--- config.mk ---
export PLATFORM = sky130hd
export DESIGN_NAME = uart_byte_rx_flat
export DESIGN_NICKNAME = d
export VERILOG_FILES = /design/src/rtl/uart_byte_rx_if.sv /design/src/rtl/uart_byte_rx.sv /design/src/flat_wrapper.sv
export SDC_FILE = /design/constraint.sdc
export NUM_CORES = 1
export LEC_CHECK = 0
export ABC_CLOCK_PERIOD_IN_PS = 2950
export CAP_MARGIN = 15
export CORE_MARGIN = 2
export CORE_UTILIZATION = 30
export DETAILED_ROUTE_END_ITERATION = 7
export GPL_TIMING_DRIVEN = 0
export SLEW_MARGIN = 20
export SYNTH_ARGS = -nofsm -noshare
export SYNTH_HDL_FRONTEND = slang
export SYNTH_SLANG_ARGS = --single-unit
--- constraint.sdc ---
create_clock -name clk -period 2.95 [get_ports clk]
set_input_delay 0.885 -clock clk [delete_from_list [all_inputs] [get_ports clk]]
set_output_delay 0.885 -clock clk [all_outputs]
set_load 0.01 [all_outputs]
--- src/rtl/uart_byte_rx_if.sv ---
// Byte-side interface of the UART receiver: received byte, valid/ready handshake
// and the two error pulses.
interface uart_byte_rx_if;
  logic [7:0] rx_data;
  logic       rx_data_valid;
  logic       rx_data_ready;
  logic       frame_err;
  logic       overrun;

  modport master (
    output rx_data,
    output rx_data_valid,
    output frame_err,
    output overrun,
    input  rx_data_ready
  );

  modport slave (
    input  rx_data,
    input  rx_data_valid,
    input  frame_err,
    input  overrun,
    output rx_data_ready
  );
endinterface

--- src/rtl/uart_byte_rx.sv ---
// 8N1 UART receiver: centre-of-bit sampling from a cycle counter, valid/ready byte
// output with one-cycle framing-error and overrun pulses.
module uart_byte_rx #(
  parameter int CLK_FRE   = 50,
  parameter int BAUD_RATE = 115200
) (
  input  logic            clk,
  input  logic            rst_n,
  input  logic            uart_rx,
  uart_byte_rx_if.master  rx_if
);

  localparam int          CYCLE    = CLK_FRE * 1000000 / BAUD_RATE;
  localparam logic [15:0] CYC_LAST = 16'(CYCLE - 1);
  localparam logic [15:0] CYC_HALF = 16'(CYCLE / 2 - 1);

  typedef enum logic [1:0] {
    S_IDLE  = 2'd0,
    S_START = 2'd1,
    S_REC   = 2'd2,
    S_STOP  = 2'd3
  } state_t;

  state_t      state_q;
  logic [1:0]  rx_sync_q;
  logic        rx_dly_q;
  logic [15:0] cycle_cnt_q;
  logic [2:0]  bit_cnt_q;
  logic [7:0]  shift_q;
  logic [7:0]  rx_data_q;
  logic        valid_q;
  logic        frame_err_q;
  logic        overrun_q;

  logic rx_s;
  logic start_edge_s;
  logic cnt_half_s;
  logic cnt_last_s;
  logic handshake_s;

  assign rx_s         = rx_sync_q[1];
  assign start_edge_s = rx_dly_q & ~rx_s;
  assign cnt_half_s   = (cycle_cnt_q == CYC_HALF);
  assign cnt_last_s   = (cycle_cnt_q == CYC_LAST);
  assign handshake_s  = valid_q & rx_if.rx_data_ready;

  // Synchronizer plus delay flop; reset high so leaving reset never looks like a start edge.
  always_ff @(posedge clk or negedge rst_n) begin
    if (!rst_n) begin
      rx_sync_q <= 2'b11;
      rx_dly_q  <= 1'b1;
    end else begin
      rx_sync_q <= {rx_sync_q[0], uart_rx};
      rx_dly_q  <= rx_sync_q[1];
    end
  end

  // Frame FSM with registered byte/handshake/error outputs.
  always_ff @(posedge clk or negedge rst_n) begin
    if (!rst_n) begin
      state_q     <= S_IDLE;
      cycle_cnt_q <= 16'd0;
      bit_cnt_q   <= 3'd0;
      shift_q     <= 8'h00;
      rx_data_q   <= 8'h00;
      valid_q     <= 1'b0;
      frame_err_q <= 1'b0;
      overrun_q   <= 1'b0;
    end else begin
      frame_err_q <= 1'b0;
      overrun_q   <= 1'b0;
      if (handshake_s) begin
        valid_q <= 1'b0;
      end
      if ((state_q == S_IDLE) || cnt_last_s) begin
        cycle_cnt_q <= 16'd0;
      end else begin
        cycle_cnt_q <= cycle_cnt_q + 16'd1;
      end

      case (state_q)
        S_IDLE: begin
          bit_cnt_q <= 3'd0;
          if (start_edge_s) begin
            state_q <= S_START;
          end
        end
        S_START: begin
          // A start bit already high again at its centre was only a glitch.
          if (cnt_half_s && rx_s) begin
            state_q     <= S_IDLE;
            cycle_cnt_q <= 16'd0;
          end else if (cnt_last_s) begin
            state_q <= S_REC;
          end
        end
        S_REC: begin
          if (cnt_half_s) begin
            shift_q[bit_cnt_q] <= rx_s;
          end
          if (cnt_last_s) begin
            bit_cnt_q <= bit_cnt_q + 3'd1;
            if (bit_cnt_q == 3'd7) begin
              state_q <= S_STOP;
            end
          end
        end
        S_STOP: begin
          // Leave at mid-stop so a start edge in the second half of the stop bit is caught.
          if (cnt_half_s) begin
            state_q     <= S_IDLE;
            cycle_cnt_q <= 16'd0;
            if (rx_s) begin
              rx_data_q <= shift_q;
              valid_q   <= 1'b1;
              overrun_q <= valid_q & ~rx_if.rx_data_ready;
            end else begin
              frame_err_q <= 1'b1;
            end
          end
        end
        default: begin
          state_q <= S_IDLE;
        end
      endcase
    end
  end

  assign rx_if.rx_data       = rx_data_q;
  assign rx_if.rx_data_valid = valid_q;
  assign rx_if.frame_err     = frame_err_q;
  assign rx_if.overrun       = overrun_q;

endmodule
--- src/flat_wrapper.sv ---
// flat-port wrapper written by rule: the top's interface ports become plain ports
module uart_byte_rx_flat 
#(
  parameter int CLK_FRE   = 50,
  parameter int BAUD_RATE = 115200
)
  (clk, rst_n, uart_rx, rx_if_rx_data, rx_if_rx_data_valid, rx_if_frame_err, rx_if_overrun, rx_if_rx_data_ready);
  uart_byte_rx_if rx_if_i ();
  input  logic clk;
  input  logic rst_n;
  input  logic uart_rx;
  output wire logic [$bits(rx_if_i.rx_data)-1:0] rx_if_rx_data;
  output wire logic [$bits(rx_if_i.rx_data_valid)-1:0] rx_if_rx_data_valid;
  output wire logic [$bits(rx_if_i.frame_err)-1:0] rx_if_frame_err;
  output wire logic [$bits(rx_if_i.overrun)-1:0] rx_if_overrun;
  input wire logic [$bits(rx_if_i.rx_data_ready)-1:0] rx_if_rx_data_ready;
  assign rx_if_rx_data = rx_if_i.rx_data;
  assign rx_if_rx_data_valid = rx_if_i.rx_data_valid;
  assign rx_if_frame_err = rx_if_i.frame_err;
  assign rx_if_overrun = rx_if_i.overrun;
  assign rx_if_i.rx_data_ready = rx_if_rx_data_ready;
  uart_byte_rx #(.CLK_FRE(CLK_FRE), .BAUD_RATE(BAUD_RATE)) u_core (.clk(clk), .rst_n(rst_n), .uart_rx(uart_rx), .rx_if(rx_if_i));
endmodule
==> metrics.txt <==
status=complete, no violations; Reg2Reg Depth=9; first-pass GRT wire length=6150 um; most common cell after layout, fill and taps aside=dfrtp_1; slowest cell on the critical path=o21bai_1; most frequent cells in the layout=40 x dfrtp_1, 23 x nor2_1, 15 x mux2_2, 13 x clkdlybuf4s50_1, 9 x nand3_1; CTS tree=done; final core utilization=35.7%; maximum vdd drop=181 uV; largest net degree at the start of global routing=31; Starting Density=30.6%; Distinct cells, synth=40; RSZ-0062 raised after global routing=false; antenna violations before repair=0; Final Non-Filler Cells=280; Pwr Total=1.28 mW; MaxCap Viol Count=0; postcts setup bufs=0; Ant. Diodes=0; DRT Wirelength=3610 um; via count=1368; number of global-route vias before repair=1276; number of buffers created by CTS=5; Setup crit end=u_core.cycle_cnt_q[6]; Die H=86.6 um; Warnings, synthesis=0; layout cell share with drive strength beyond 1=19.0%; fillers=657; Rows=30; Clock transition at path regs=0.08 ns; area of the die=7500 um2; worst path cell trace=inv_1 > ha_1 > nand4b_4 > or2_1 > or2_1 > buf_6 > o21bai_1 > buf_2 > nor2_1; Max Slew Vio Count=0; Setup Skew=0.00427 ns; CTS Hold Bufs=0; Port Buffers=14; CTS sink cnt=43; Crit. End Element=flip-flop; total track usage=10.5%; FMAX=0.400 GHz; CP required=3.13 ns; Final Hold Viols=0; leakage=1.09 nW; count of state elements after synthesis=43; fin crit share=84.8%; # DRC=0; syn nets=186; Max-slew headroom=60.8%; chip width=86.6 um; Starting DRT DRC Count=67; Final ANT Viol Nets=0; Via-to-Cell Ratio=4.89; routability cong.=0.750; sequential share of the synthesized area=52.8%; Worst-Margin Slew=0.587 ns; root buf cell=clkbuf_8; R2R Path Start=u_core.cycle_cnt_q[0]; H-tree depth=2; Worst path depth=9; reg2reg end=u_core.cycle_cnt_q[6]; Synth Cell Area=2050 um2; fin crit period=2.50 ns; Final Cell Area=2390 um2; Power Dens Cells=534 nW/um2; kind of critical path=reg2reg; Post-Syn Area per Cell=11.6 um2; Post-synth top flop=dfrtp_1; Critical path origin=u_core.cycle_cnt_q[0]; critical path arrival=2.68 ns; Placeable Area=6680 um2; Startpoint Class=flip-flop; asr flop ratio synth=100%; GR Overflow Total=0; Most common cell on crit path=or2_1; Yosys top cell area share=48.9%; hpwl dp=2600 um; clk buf depth=2; Post-DP Area=2300 um2; Hold WC Path Type=reg2reg; CP Buf/Inv Count=3; Synth Instances=177; endpoints failing setup=0; Syn-to-layout area delta=16.6%; Hold Crit Start=u_core.rx_sync_q[0]; Routed wire per std cell=12.9 um; post-layout net count=208; Pre-Repair DR Iteration Count=4; I/O pin total=15; family with the most delay on the worst path=simple AND/OR/NAND/NOR gates; Resized Gates After CTS=0; reg2reg setup slack=0.45 ns; register area=1080 um2; CP Max Fanout=10; placed cells=272; Multi-input gate area=920 um2; later-pin clock latency in the skew report=0.30 ns; CP peak stage delay=0.47 ns; cell taking the most area after synthesis=dfrtp_1; synth top area cells=dfrtp_1 49%, mux2_2 8.3%, nor2_1 4.2%, dfstp_2 3.9%, ha_1 3.1%; Post-synth EDFFs=0
[kinds of logic after synthesis]
| kind of cell | count (synthesis) | synth area share, % |
|---|---|---|
| buffers and inverters | 10 | 2.32 |
| adders and majority gates | 5 | 3.06 |
| AOI/OAI and AO/OA | 13 | 4.46 |
| muxes | 16 | 8.99 |
| xor gates and xnor gates | 14 | 5.99 |
| and+or+nand+nor | 76 | 22.4 |
| DFF | 43 | 52.8 |
[synth_stat cells (all sizes together) (2+ instances only)]
cell and number:
or2 2, nor4 3, inv 3, xnor2 7, o21ai 2, xor2 7, nor3b 2, and3 7
nand2 7, a32o 2, clkbuf 4, nor2 24, dfrtp 40, nand4 4, mux2 16, o22ai 2
nor3 3, dfstp 3, and4 2, nand4b 3, nor2b 2, buf 3, nand3 10, a31oi 4
nand2b 3, ha 5
[power by group]
part	total, mW	internal, mW	switching, mW
Sequential	0.711	0.640	0.0714
Combinational	0.201	0.0917	0.109
Clock	0.363	0.165	0.198
[through the flow]
step	setup TNS, ns	hold slack [ns]	setup slack, ns
2_1_floorplan	0	0.345	0.663
3_3_place_gp	-5.77	0.346	-0.146
3_5_place_dp	0	0.347	0.433
4_1_cts	0	0.359	0.421
5_1_grt	0	0.367	0.251
6_report	0	0.358	0.449
[per-layer routing]
| metal | wire length, um | GRT usage (%) |
|---|---|---|
| met1 | 1820 | 13.6 |
| met2 | 1620 | 16.5 |
| met3 | 94 | 2.19 |
| met4 | 76 | 5.11 |
| met5 | 0 | 0 |
[flip-flops by register name, indices dropped and copies added, names as in the netlist, named ones only]
register / cells
u_core.cycle_cnt_q: 16
u_core.rx_if.rx_data: 8
u_core.shift_q: 8
u_core.bit_cnt_q: 3
u_core.rx_sync_q: 2
u_core.rx_dly_q: 1
u_core.rx_if.frame_err: 1
u_core.rx_if.overrun: 1
u_core.rx_if.rx_data_valid: 1
u_core.state_q: 1
[worst register-to-register path: stages, from the launching register on]
cell	delay, ns
dfrtp_1	0.46
inv_1	0.09
ha_1	0.19
nand4b_4	0.11
or2_1	0.28
or2_1	0.23
buf_6	0.13
o21bai_1	0.47
buf_2	0.34
nor2_1	0.08
[how the worst min path moves through the flow]
stage / slack, ns / end / cells past startpoint
after detailed placement: 0.35 / u_core.rx_sync_q[1] / 0
after global placement: 0.35 / u_core.rx_sync_q[1] / 0
after floorplan: 0.35 / u_core.rx_sync_q[1] / 0
after CTS: 0.36 / u_core.rx_sync_q[1] / 0
final: 0.36 / u_core.rx_sync_q[1] / 0
after global routing: 0.37 / u_core.rx_sync_q[1] / 0
[layout make-up]
class	count	area share (%)
Sequential cell	43	45.2
Multi-Input combinational cell	124	38.5
Timing Repair Buffer	15	6.50
Tap cell	80	4.19
Clock buffer	6	3.04
Buffer	7	1.52
Clock inverter	2	0.524
Inverter	3	0.472
No activity file was read; power rests on OpenSTA's default activity.
